--- src/rtl/dim_sequencer_if.sv ---
// Button/frame request inputs and brightness/colour outputs of dim_sequencer.
// master = requester side (debouncers, VGA timing, colour mux); slave = sequencer.
interface dim_sequencer_if;
    logic       btn_up;
    logic       btn_down;
    logic       btn_mode;
    logic       btn_color;
    logic       frame_start;
    logic [3:0] dim_level;
    logic [2:0] xhair_color;
    logic       fade_active;

    modport master (
        output btn_up, btn_down, btn_mode, btn_color, frame_start,
        input  dim_level, xhair_color, fade_active
    );

    modport slave (
        input  btn_up, btn_down, btn_mode, btn_color, frame_start,
        output dim_level, xhair_color, fade_active
    );
endinterface

--- src/rtl/dim_sequencer.sv ---
// Brightness / crosshair colour sequencer; changes land only on frame boundaries.
// Optional macro DIM_GAMMA_EN maps the internal level through a gamma LUT.
module dim_sequencer #(
    parameter int FRAMES_PER_STEP = 4,
    parameter int HOLD_FRAMES     = 30
) (
    input  logic           clk,
    input  logic           rst,
    dim_sequencer_if.slave bus
);

    typedef enum logic [1:0] {MANUAL, FADE_DOWN, FADE_UP, HOLD} state_t;

    localparam int CNT_MAX = (FRAMES_PER_STEP > HOLD_FRAMES) ? FRAMES_PER_STEP : HOLD_FRAMES;
    localparam int CNT_W   = $clog2(CNT_MAX + 1);
    localparam logic [CNT_W-1:0] STEP_LAST = CNT_W'(FRAMES_PER_STEP - 1);
    localparam logic [CNT_W-1:0] HOLD_LAST = CNT_W'(HOLD_FRAMES - 1);
    localparam logic [CNT_W-1:0] CNT_ONE   = CNT_W'(1);

    state_t           state_q, state_nxt;
    logic [3:0]       level_q, level_nxt;
    logic [CNT_W-1:0] cnt_q, cnt_nxt;
    logic [2:0]       color_q;
    logic [3:0]       dim_q;
    logic             fade_q;
    logic             pend_up_q, pend_down_q, pend_mode_q, pend_color_q;
    logic             req_up, req_down, req_mode, req_color;

    function automatic logic [3:0] map_level(input logic [3:0] l);
`ifdef DIM_GAMMA_EN
        case (l)
            4'd0, 4'd1, 4'd2: map_level = 4'd0;
            4'd3, 4'd4, 4'd5: map_level = 4'd1;
            4'd6, 4'd7:       map_level = 4'd2;
            4'd8:             map_level = 4'd3;
            4'd9:             map_level = 4'd4;
            4'd10:            map_level = 4'd5;
            4'd11:            map_level = 4'd6;
            4'd12:            map_level = 4'd8;
            4'd13:            map_level = 4'd10;
            4'd14:            map_level = 4'd12;
            default:          map_level = 4'd15;
        endcase
`else
        map_level = l;
`endif
    endfunction

    // A pulse arriving together with frame_start is serviced in that same frame.
    assign req_up    = pend_up_q    | bus.btn_up;
    assign req_down  = pend_down_q  | bus.btn_down;
    assign req_mode  = pend_mode_q  | bus.btn_mode;
    assign req_color = pend_color_q | bus.btn_color;

    always_ff @(posedge clk or posedge rst) begin
        if (rst)
            state_q <= MANUAL;
        else if (bus.frame_start)
            state_q <= state_nxt;
    end

    always_comb begin
        state_nxt = state_q;
        level_nxt = level_q;
        cnt_nxt   = cnt_q;
        if (req_mode) begin
            cnt_nxt   = '0;
            state_nxt = (state_q == MANUAL) ? FADE_DOWN : MANUAL;
        end else begin
            case (state_q)
                MANUAL: begin
                    if (req_up && !req_down && level_q != 4'd15)
                        level_nxt = level_q + 4'd1;
                    else if (req_down && !req_up && level_q != 4'd0)
                        level_nxt = level_q - 4'd1;
                end
                FADE_DOWN: begin
                    if (cnt_q == STEP_LAST) begin
                        cnt_nxt = '0;
                        if (level_q != 4'd0) level_nxt = level_q - 4'd1;
                        else                 state_nxt = FADE_UP;
                    end else begin
                        cnt_nxt = cnt_q + CNT_ONE;
                    end
                end
                FADE_UP: begin
                    if (cnt_q == STEP_LAST) begin
                        cnt_nxt = '0;
                        if (level_q != 4'd15) level_nxt = level_q + 4'd1;
                        else                  state_nxt = HOLD;
                    end else begin
                        cnt_nxt = cnt_q + CNT_ONE;
                    end
                end
                HOLD: begin
                    if (cnt_q == HOLD_LAST) begin
                        cnt_nxt   = '0;
                        state_nxt = FADE_DOWN;
                    end else begin
                        cnt_nxt = cnt_q + CNT_ONE;
                    end
                end
                default: state_nxt = MANUAL;
            endcase
        end
    end

    always_ff @(posedge clk or posedge rst) begin
        if (rst) begin
            level_q      <= 4'd15;
            cnt_q        <= '0;
            color_q      <= 3'b111;
            dim_q        <= 4'd15;
            fade_q       <= 1'b0;
            pend_up_q    <= 1'b0;
            pend_down_q  <= 1'b0;
            pend_mode_q  <= 1'b0;
            pend_color_q <= 1'b0;
        end else if (bus.frame_start) begin
            level_q      <= level_nxt;
            cnt_q        <= cnt_nxt;
            color_q      <= req_color ? color_q + 3'd1 : color_q;
            dim_q        <= map_level(level_nxt);
            fade_q       <= (state_nxt != MANUAL);
            pend_up_q    <= 1'b0;
            pend_down_q  <= 1'b0;
            pend_mode_q  <= 1'b0;
            pend_color_q <= 1'b0;
        end else begin
            pend_up_q    <= req_up;
            pend_down_q  <= req_down;
            pend_mode_q  <= req_mode;
            pend_color_q <= req_color;
        end
    end

    assign bus.dim_level   = dim_q;
    assign bus.xhair_color = color_q;
    assign bus.fade_active = fade_q;

endmodule

--- src/flat_wrapper.sv ---
// flat-port wrapper written by rule: the top's interface ports become plain ports
module dim_sequencer_flat 
#(
    parameter int FRAMES_PER_STEP = 4,
    parameter int HOLD_FRAMES     = 30
)
  (clk, rst, bus_btn_up, bus_btn_down, bus_btn_mode, bus_btn_color, bus_frame_start, bus_dim_level, bus_xhair_color, bus_fade_active);
  dim_sequencer_if bus_i ();
  input  logic clk;
  input  logic rst;
  input wire logic [$bits(bus_i.btn_up)-1:0] bus_btn_up;
  input wire logic [$bits(bus_i.btn_down)-1:0] bus_btn_down;
  input wire logic [$bits(bus_i.btn_mode)-1:0] bus_btn_mode;
  input wire logic [$bits(bus_i.btn_color)-1:0] bus_btn_color;
  input wire logic [$bits(bus_i.frame_start)-1:0] bus_frame_start;
  output wire logic [$bits(bus_i.dim_level)-1:0] bus_dim_level;
  output wire logic [$bits(bus_i.xhair_color)-1:0] bus_xhair_color;
  output wire logic [$bits(bus_i.fade_active)-1:0] bus_fade_active;
  assign bus_i.btn_up = bus_btn_up;
  assign bus_i.btn_down = bus_btn_down;
  assign bus_i.btn_mode = bus_btn_mode;
  assign bus_i.btn_color = bus_btn_color;
  assign bus_i.frame_start = bus_frame_start;
  assign bus_dim_level = bus_i.dim_level;
  assign bus_xhair_color = bus_i.xhair_color;
  assign bus_fade_active = bus_i.fade_active;
  dim_sequencer #(.FRAMES_PER_STEP(FRAMES_PER_STEP), .HOLD_FRAMES(HOLD_FRAMES)) u_core (.clk(clk), .rst(rst), .bus(bus_i));
endmodule
--- config.mk ---
export PLATFORM = sky130hd
export DESIGN_NAME = dim_sequencer_flat
export DESIGN_NICKNAME = d
export VERILOG_FILES = /design/src/rtl/dim_sequencer_if.sv /design/src/rtl/dim_sequencer.sv /design/src/flat_wrapper.sv
export SDC_FILE = /design/constraint.sdc
export NUM_CORES = 1
export LEC_CHECK = 0
export CELL_PAD_IN_SITES_DETAIL_PLACEMENT = 0
export CELL_PAD_IN_SITES_GLOBAL_PLACEMENT = 1
export CORE_ASPECT_RATIO = 1.1
export CORE_MARGIN = 4
export CORE_UTILIZATION = 46
export CTS_CLUSTER_DIAMETER = 80
export CTS_CLUSTER_SIZE = 14
export DETAILED_ROUTE_END_ITERATION = 16
export GPL_TIMING_DRIVEN = 0
export HOLD_SLACK_MARGIN = 0.06
export PLACE_DENSITY = 0.94
export SYNTH_ARGS = -nofsm -noshare
export SYNTH_HDL_FRONTEND = slang
export SYNTH_SLANG_ARGS = --single-unit
--- constraint.sdc ---
create_clock -name clk -period 3.55 [get_ports clk]
set_clock_uncertainty 0.1 [all_clocks]
set_input_delay 0.71 -clock clk [delete_from_list [all_inputs] [get_ports clk]]
set_output_delay 0.71 -clock clk [all_outputs]
set_load 0.1 [all_outputs]
Yosys cells after proc, flatten, opt, wreduce, memory -nomap -nowiden --
Cells that the tools add are included. Widths: inputs -> output; s select.
Storage, ports and cells: register bits 19, latch bits 0, bits in writable memories 0, bits in read-only memories 0, bits of input ports 7, output and inout bits 8, memories 0
Operators by class: $add $sub $neg 4, $mul 0, divide/modulo/power cells 0, magnitude comparators 0, equal/unequal tests 11, shift operators 0, multiplexer cells 23, bitwise gates (word level) 5, reductions and logical operators 15
Operator list (count):
- $mux 4 | 6
- $mux 5 | 3
- $mux 2 | 6
- $pmux 4 s3 | 1
- $pmux 5 s2 | 1
- $ne 2x1->1 const B | 4
- $reduce_and 8->1 | 1
- $pmux 2 s3 | 1
- $reduce_bool 3->1 | 2
- $add 5x1->5 const B | 1
- $eq 5x2->1 const B | 1
- $eq 5x5->1 const B | 1
- $mux 1 | 5
- $add 4x1->4 const B | 1
- $eq 2x2->1 const B | 2
- $logic_and 1x1->1 | 4
- $ne 4x4->1 const B | 1
- $or 1x1->1 | 4
- $reduce_and 2->1 | 2
- $reduce_bool 4->1 | 1
- $sub 4x1->4 const B | 1
- $add 3x1->3 const B | 1
- $ne 3x3->1 const B | 1
- $eq 2x1->1 const B | 1
- other kinds (5) | 6

Logic depth before layout (Yosys ltp) --
Gate-level depths: netlist of the first run.
depth after elaboration 7, gate-level depth with buffers 8

Worst setup path before layout of the first run --
OpenSTA, ideal clock, no wires.
kind flip-flop to flip-flop, from register u_core.bus.dim_level[0] (netlist name), to register u_core.dim_q[0] (netlist: u_core.bus.dim_level[0]), setup time 85 ps, arrival 2723 ps, data required time 3365 ps, path slack 642 ps, cell stages (with the launch flop) 9, buffers on the path 1, period minus slack after synthesis 2908 ps, cell sequence dfstp_2 -> buf_2 -> inv_1 -> ha_1 -> nor3b_2 -> or4_1 -> nand3_1 -> and3_2 -> mux2_1
RTL lines:
- end signal: assignment | line dim_sequencer.sv:123 | dim_q <= map_level(level_nxt);
- end: declaration | line dim_sequencer.sv:24 | logic [3:0] dim_q;

Worst setup path after layout of the first run --
from register u_core.dim_q[2] (netlist: u_core.bus.dim_level[2]), to output bus_dim_level[2]
RTL lines:
- end: declaration | line flat_wrapper.sv:16 | output wire logic [$bits(bus_i.dim_level)-1:0] bus_dim_level;
No word-level cell between the ends.

==> results.md, run 1 <==
Global route:
- The total routing resource utilization after global routing is 0.164.
- The number of global-route vias before repair is 1,118.
- The number of antenna violations at the first check in global routing is 0.
- The pin count of the biggest net entering global routing is 20.
- The global-route wire length before repair is 5080 um.
- The global route total overflow is 0.

Yosys:
- The post-synthesis instance area is 1380 sq um.
- Summed over all instances, the cell type with the most area after synthesis is dfrtp_1.
- The number of warnings printed during yosys synthesis is 0.
- The share of async-settable or async-resettable flops after synthesis is 1.00.
- Ranked by total cell area, the synthesized netlist is headed by dfrtp_1 (22%), dfstp_2 (13%), ha_1 (10%).
- The cell count after synthesis is 145.
- The synthesized netlist net count is 163.
- In the synthesized netlist the dominant register cell turns out to be dfrtp_1.
- In this run, synthesis inferred 0 flip-flops with an integrated enable.
- The sequential cell area fraction in the yosys report is 0.352.
- The post-synthesis cell type count is 53.
- Averaged over all synthesized cells, the footprint is 9.49 sq um.
- The share of the synthesized area in the top cell type is 0.218.
- The register bit total from synthesis is 19.

Placement:
- The placed instances occupy a cell area of 1550 sq um.
- The weighted congestion reported at the end of routability-driven placement is 0.842.
- The half-perimeter wire length after detailed placement is 2150 um.
- The number of buffers inserted by port buffering is 13.

Drt:
- The number of DRC markers in iteration 0 is 55.
- The average via count per standard cell is 5.79.
- The first detailed-routing pass took 4 iterations.
- The routed design has 2850 um of wire.
- The antenna violation net count after detailed routing is 0.
- The residual DRC count is 0.
- The vias after detailed routing is 1,130.
- After detailed routing, the average wire length per cell comes to 14.6 um.

Power:
- Summed over all nets, the switching power comes to 761 uW.
- The leakage dissipation is 0.670 nW.
- The internal power is 665 uW.
- The power per cell area is 906 nW/um^2.
- The share of total power dissipated in the clock network is 0.076.
- Across the VDD grid, the largest voltage drop is 0.000536 V.
- Of the total power, combinational logic draws 0.668.
- The proportion of total power due to net switching is 0.534.
- Of the total power, registers draw 0.255.

Final layout:
- The post-layout instance area is 1570 sq um.
- Fill cells in the final layout number 249.
- The multi-input combinational cell area is 822 sq um.
- The sequential cells in the finished layout cover a total of 484 sq um.
- The most frequent standard cell in the layout excluding fill and tap cells is nor2_1.
- The final net count is 181.
- Of the cells placed in the final design, the portion with a size suffix greater than 1 is 0.167.
- The layout-stage area growth over the synthesis result is 14.4%.
- The top cell types in the final layout, fill and taps aside, are nor2_1 (14), clkdlybuf4s50_1 (13), dfrtp_1 (12), ha_1 (11).
- The number of diodes added for antenna fixing is 0.

Worst hold path:
- Counting instances, the worst hold path has a depth of 2.
- The type of the most critical hold path is reg -> reg.
- The startpoint identified for the worst hold timing path is u_core.pend_color_q.
- The hold-critical path endpoint is u_core.pend_color_q.

Setup path:
- The critical path start-end classification is reg -> out.
- Broken down by cell family, the worst path's largest delay share belongs to buffers and inverters.
- The timing startpoint of the critical path is u_core.bus.dim_level[2].
- The critical path data required time is 2.74 ns.
- In this design, the stage delay of the slowest critical-path cell is 1.14 ns.
- The count of cells along the worst register-to-register path is 8.
- The maximum fanout along the worst path is 5.
- The type of element capturing the critical path is an output pin.
- The critical path data arrival time is 2.03 ns.
- In this run the critical register-to-register path is launched from u_core.bus.dim_level[0].
- Across all register-to-register paths, the minimum setup slack is 0.91 ns.
- STA classifies the critical path startpoint as a flip-flop.
- The critical path goes through clkdlybuf4s50_1.
- The worst register-to-register path ends at u_core.bus.dim_level[0].
- The slowest stage of the critical path is the clkdlybuf4s50_1 cell.
- The number of buffers and inverters on the critical path is 1.

Clocking:
- The clock tree root driver cell is clkbuf_4.
- The largest buffer count on any clock path is 2.
- Buffers inserted to repair hold after CTS numbered 0.
- After clock tree synthesis, the clock-pin slew on the worst setup and hold paths is 0.11 ns.
- The CTS tree is built.
- The number of setup buffers added after CTS is 0.
- The clock network latency to the later pin of the worst-skew pair is 0.29 ns.
- Once the clock tree was built, the resizer swapped 0 gates to a different size.
- The number of clock sinks is 19.
- The H-tree depth is 1.
- In this run, CTS created clock tree buffers numbering 3.

Floorplan:
- The die area is 3930 sq um.
- In this run the vertical extent of the chip is 65.4 um.
- The initial utilization of the core area, before any placement, comes to 0.487.
- In this run the count of I/O pins placed on the die edge is 15.
- The die is 60.2 um wide.
- In this run the core area contains 20 standard-cell rows.
- The total core area is 2830 sq um.

Timing:
- The worst max-slew margin expressed relative to the limit is 0.348.
- The final-report max-slew violation count is 0.
- The minimum clock period after layout is 2.84 ns.
- In the final timing run, aggregate negative setup slack is 0 ns.
- Setup repair after global routing left no endpoint under its margin.
- On the final layout, the worst hold slack is 0.411 ns.
- For the pin with the worst max-slew slack, the measured transition is 0.975 ns.
- The final number of hold-violating endpoints is 0.
- The total of endpoints with negative setup slack in the final report is 0.
- The maximum clock frequency is 352 MHz.
- The final critical-path share of the clock period is 0.801.

Outcome:
- The run finished with clean final reports.

Run:
- The reported max-cap violation count is 0.
cells in the mapped netlist, drive strengths merged, types with 2 or more instances:
cell and count:
a21o 3, a21oi 6, a22o 2, a31oi 3, and3 3, buf 4, clkbuf 3, dfrtp 12
dfstp 7, ha 11, inv 8, mux2 6, mux2i 2, nand2 9, nand2b 2, nand3 7
nand3b 2, nand4 2, nor2 14, nor2b 2, nor3b 2, o21a 2, o21ai 9, xnor2 3
xor2 2
routing by layer:
layer	track usage	wire [um]	vias to the layer above
met5	0	0	-
met4	0.0637	34	0
met3	0.0236	66	4
li1	-	-	563
met2	0.261	1400	18
met1	0.223	1350	545
worst reg2reg max path: cells and delay by family (launching register included):
| family | cells | cell delay, ns |
|---|---|---|
| AND/OR/NAND/NOR | 4 | 1.06 |
| flip-flops | 1 | 0.55 |
| multiplexers | 1 | 0.33 |
| buffers and inverters | 2 | 0.29 |
| adder cells (fa/ha/maj) | 1 | 0.24 |
worst max path at each step:
stage | endpoint | depth (start not counted)
2_1_floorplan | u_core.bus.dim_level[0] | 8
3_3_place_gp | u_core.bus.dim_level[1] | 6
3_5_place_dp | u_core.bus.dim_level[0] | 6
4_1_cts | bus_dim_level[2] | 1
5_1_grt | bus_dim_level[2] | 1
6_report | bus_dim_level[2] | 1
logic make-up (layout without fill, tap and decap cells):
kind of cell / after synthesis / in the layout / share of synthesized area
simple gates: 49 / 49 / 0.197
compound gates: 37 / 37 / 0.188
flops: 19 / 19 / 0.352
buf+inv: 15 / 32 / 0.0509
fa+ha+maj: 11 / 11 / 0.100
mux: 9 / 9 / 0.0800
xor+xnor: 5 / 5 / 0.0318
state kept, by name (all words and copies together), names as in the netlist:
name	cells
u_core.bus.xhair_color	3
u_core.pend_mode_q	1
u_core.pend_color_q	1
u_core.state_q	2
u_core.bus.dim_level	4
u_core.pend_up_q	1
u_core.pend_down_q	1
u_core.cnt_q	5
u_core.bus.fade_active	1
final cells by class:
cell class	count	area share
tap	33	0.0262
sequential	19	0.308
clock buffer	4	0.0167
buffer	7	0.0254
multi-input combinational	111	0.522
timing repair buffer	13	0.0827
inverter	8	0.0191
per-stage QoR:
stage | power [mW] | cells | setup WS, ns | utilization
after floorplan | 1.12 | 145 | 0.642 | -
after global placement | 1.29 | 191 | 0.896 | 0.547
after detailed placement | 1.32 | 191 | 0.866 | 0.547
after CTS | 1.43 | 195 | 0.687 | 0.557
after global routing | 1.53 | 195 | 0.631 | 0.557
final | 1.43 | 195 | 0.706 | 0.557
power by group through the flow:
| stage | sequential, mW | combinational (mW) | clock (mW) |
|---|---|---|---|
| final | 0.364 | 0.953 | 0.109 |
| after detailed placement | 0.368 | 0.951 | 0 |
| after global placement | 0.361 | 0.926 | 0 |
| after floorplan | 0.700 | 0.424 | 0 |
| after CTS | 0.364 | 0.953 | 0.114 |
| after global routing | 0.377 | 1.02 | 0.125 |
(Power assumes the default switching activity.)
==> run 2, diff against run 1 <==
- CORE_UTILIZATION: 46 -> 39
- PLACE_DENSITY: 0.94 -> 0.86
- clock period: 3.55 -> 2.56 ns (I/O delays scaled with it)
==> run 2 against run 1 <==
Sequential cell count did not move. Utilization fell by 6.6 points. Cell count rose by 7.7%. Worst hold slack barely moved. Critical endpoint is now u_core.bus.dim_level[1].
==> results.md, run 2 (synthesized netlist as in run 1, its figures left out) <==
Power:
- The overall power after layout is 2.06 mW.
- The power per cell area is 1250 nW/um^2.
- The worst voltage drop across the vdd grid is 0.000721 V.
- For this design the static power due to leakage is 0.699 nW.

Setup path:
- The critical path data arrival time is 2.63 ns.
- The startpoint type of the worst setup path is a flip-flop.
- The type of element capturing the critical path is a flip-flop.
- The cell with the largest stage delay on the worst path is dfstp_4.
- The signal on the critical path passes through buf_6, inv_4, ha_4, nor3b_4, or4_4, nand3_2, and3_4, mux2_4.
- Of all nets on the critical path, the largest fanout is 10.
- The critical path data required time is 2.70 ns.
- The largest stage delay on the critical path is 0.64 ns.
- The critical path start-end classification is reg -> reg.
- Broken down by cell family, the worst path's largest delay share belongs to simple AND/OR/NAND/NOR gates.
- Counting both buffers and inverters, the worst setup path holds a total of 2.

Global route:
- The global route total overflow is 0.
- The pin count of the biggest net entering global routing is 20.
- The number of global-route vias before repair is 1,185.
- For this run, the total global-route usage over all layers was measured as 0.143.
- The number of antenna violations at the first check in global routing is 0.
- The global-route wire length before repair is 5310 um.

Timing:
- The routed design could run at a clock period as short as 2.49 ns.
- For the pin with the worst max-slew slack, the measured transition is 0.961 ns.
- The maximum clock frequency is 402 MHz.
- Setup violations remaining at the end of the flow were counted as 0.
- The setup total negative slack is 0 ns.
- The final-report max-slew violation count is 0.
- The post-layout worst setup margin is 0.0696 ns.
- The worst max-slew margin expressed relative to the limit is 0.357.
- Setup repair after global routing left no endpoint under its margin.
- The final critical-path share of the clock period is 0.973.
- The final number of hold-violating endpoints is 0.

Drt:
- The detail route stage leaves a number of antenna-violating nets equal to 0.
- In the final routed layout, each cell accounts on average for 14.4 um.
- Using the TritonRoute via totals, the vias-per-cell ratio works out to 5.53.
- The detailed router finished its first iteration with 58 violations.
- For this block, the routed nets add up to 3020 um of wire.
- Before antenna repair, the detailed router went through 4 iterations.
- The residual DRC count is 0.
- The vias after detailed routing is 1,162.

Clocking:
- TritonCTS built the clock tree.
- CTS built an H-tree with a depth of 1.
- Buffers inserted to repair hold after CTS numbered 0.
- The CTS buffer count is 3.
- Counting every sink on the clock net gives 19.
- The largest buffer count on any clock path is 2.
- After clock tree synthesis, the clock-pin slew on the worst setup and hold paths is 0.12 ns.
- The number of setup buffers added after CTS is 0.
- The cell sitting at the root of the clock tree is a clkbuf_4.
- For the worst-skew pair, the clock arrives at the later sink with an insertion delay of 0.30 ns.

Floorplan:
- The initialized floorplan defines 22 standard-cell rows.
- For this configuration, the core starts out at a cell density of 0.410.
- From left edge to right edge, the die measures 64.6 um.
- The die is 70.3 um tall.
- The total core area is 3360 sq um.
- In this run the count of I/O pins placed on the die edge is 15.
- The die area is 4540 sq um.

Final layout:
- The register with the most flip-flops in the layout has 5 of them.
- The repair_antennas step left the layout with diodes totalling 0.
- The area growth from synthesis to layout is 19.6%.
- Counting flops per register, the top entry is u_core.cnt_q.
- The library cells used most frequently in the layout, excluding fill and tap cells, are nor2_1 (14), dfrtp_1 (12), ha_1 (10), nand2_1 (8), dlygate4sd2_1 (7).
- The final layout contains 181 nets.
- In the final layout, the share of cells above drive strength 1 is 0.216.
- Leaving out fill and tap cells, the most frequent cell in the layout is nor2_1.
- The core occupancy in the finished layout is 0.490.

Placement:
- Port buffering added 13 buffers.
- Timing analysis after detailed placement gives a worst setup slack of 0.0756 ns.
- The half-perimeter wire length after detailed placement is 2300 um.
- The congestion estimate from routability-driven global placement came to 0.923.

Worst hold path:
- The type of the most critical hold path is reg -> reg.

Outcome:
- The flow ran to the end, and the final reports show no timing, DRC or antenna violations.

Run:
- The reported max-cap violation count is 0.
==> run 2: worst paths after layout <==
kind	end	slack, ns	cells past startpoint	start
setup / recovery	u_core.bus.dim_level[1]	0.07	8	u_core.bus.dim_level[1]
hold / removal	u_core.pend_color_q	0.41	2	u_core.pend_color_q
setup reg to reg	u_core.bus.dim_level[1]	0.07	8	u_core.bus.dim_level[1]
hold reg to reg	u_core.pend_color_q	0.41	2	u_core.pend_color_q
max in group asynchronous	u_core.state_q[1]	1.37	2	rst
min in group asynchronous	u_core.cnt_q[4]	0.52	2	rst
==> run 2: per-layer routing <==
layer  GRT usage  share of wire  vias to the layer above
met2       0.249           0.51                       20
met4      0.0423          0.012                        0
met5           0              0                        -
met3      0.0241          0.025                        4
li1            -              -                      566
met1       0.180           0.46                      572
==> run 2: through the flow <==
step / hold slack (ns) / instances / cell area [sq um]
floorplan: 0.355 / 145 / 1430
global placement: 0.371 / 206 / 1620
detailed placement: 0.383 / 206 / 1620
CTS: 0.413 / 210 / 1640
global route: 0.429 / 210 / 1650
finish: 0.411 / 210 / 1650
==> run 2: cell type report <==
type	instances	area, sq um
fill	327	1710
inverter	8	35.0
buffer	7	50.0
timing repair buffer	13	121
multi-input combinational	111	861
clock inverter	1	5.00
clock buffer	3	22.5
tap	48	60.1
sequential	19	492
==> run 2: what timing repair did <==
| action | 4_1_cts | 5_1_grt |
|---|---|---|
| endpoints found under the hold margin | 0 | 0 |
| gates resized for setup | 7 | 2 |
| setup endpoints to repair | 7 | 1 |
==> run 2: power breakdown <==
part | internal, mW | total [mW] | switching [mW]
Sequential | 0.433 | 0.518 | 0.0844
Clock | 0.0582 | 0.156 | 0.0975
Combinational | 0.468 | 1.39 | 0.921
==> run 2: worst register-to-register path, stage by stage (launching register included) <==
cell and delay (ns):
dfstp_4 0.64, buf_6 0.14, inv_4 0.04, ha_4 0.16, nor3b_4 0.17, or4_4 0.54
nand3_2 0.11, and3_4 0.22, mux2_4 0.30
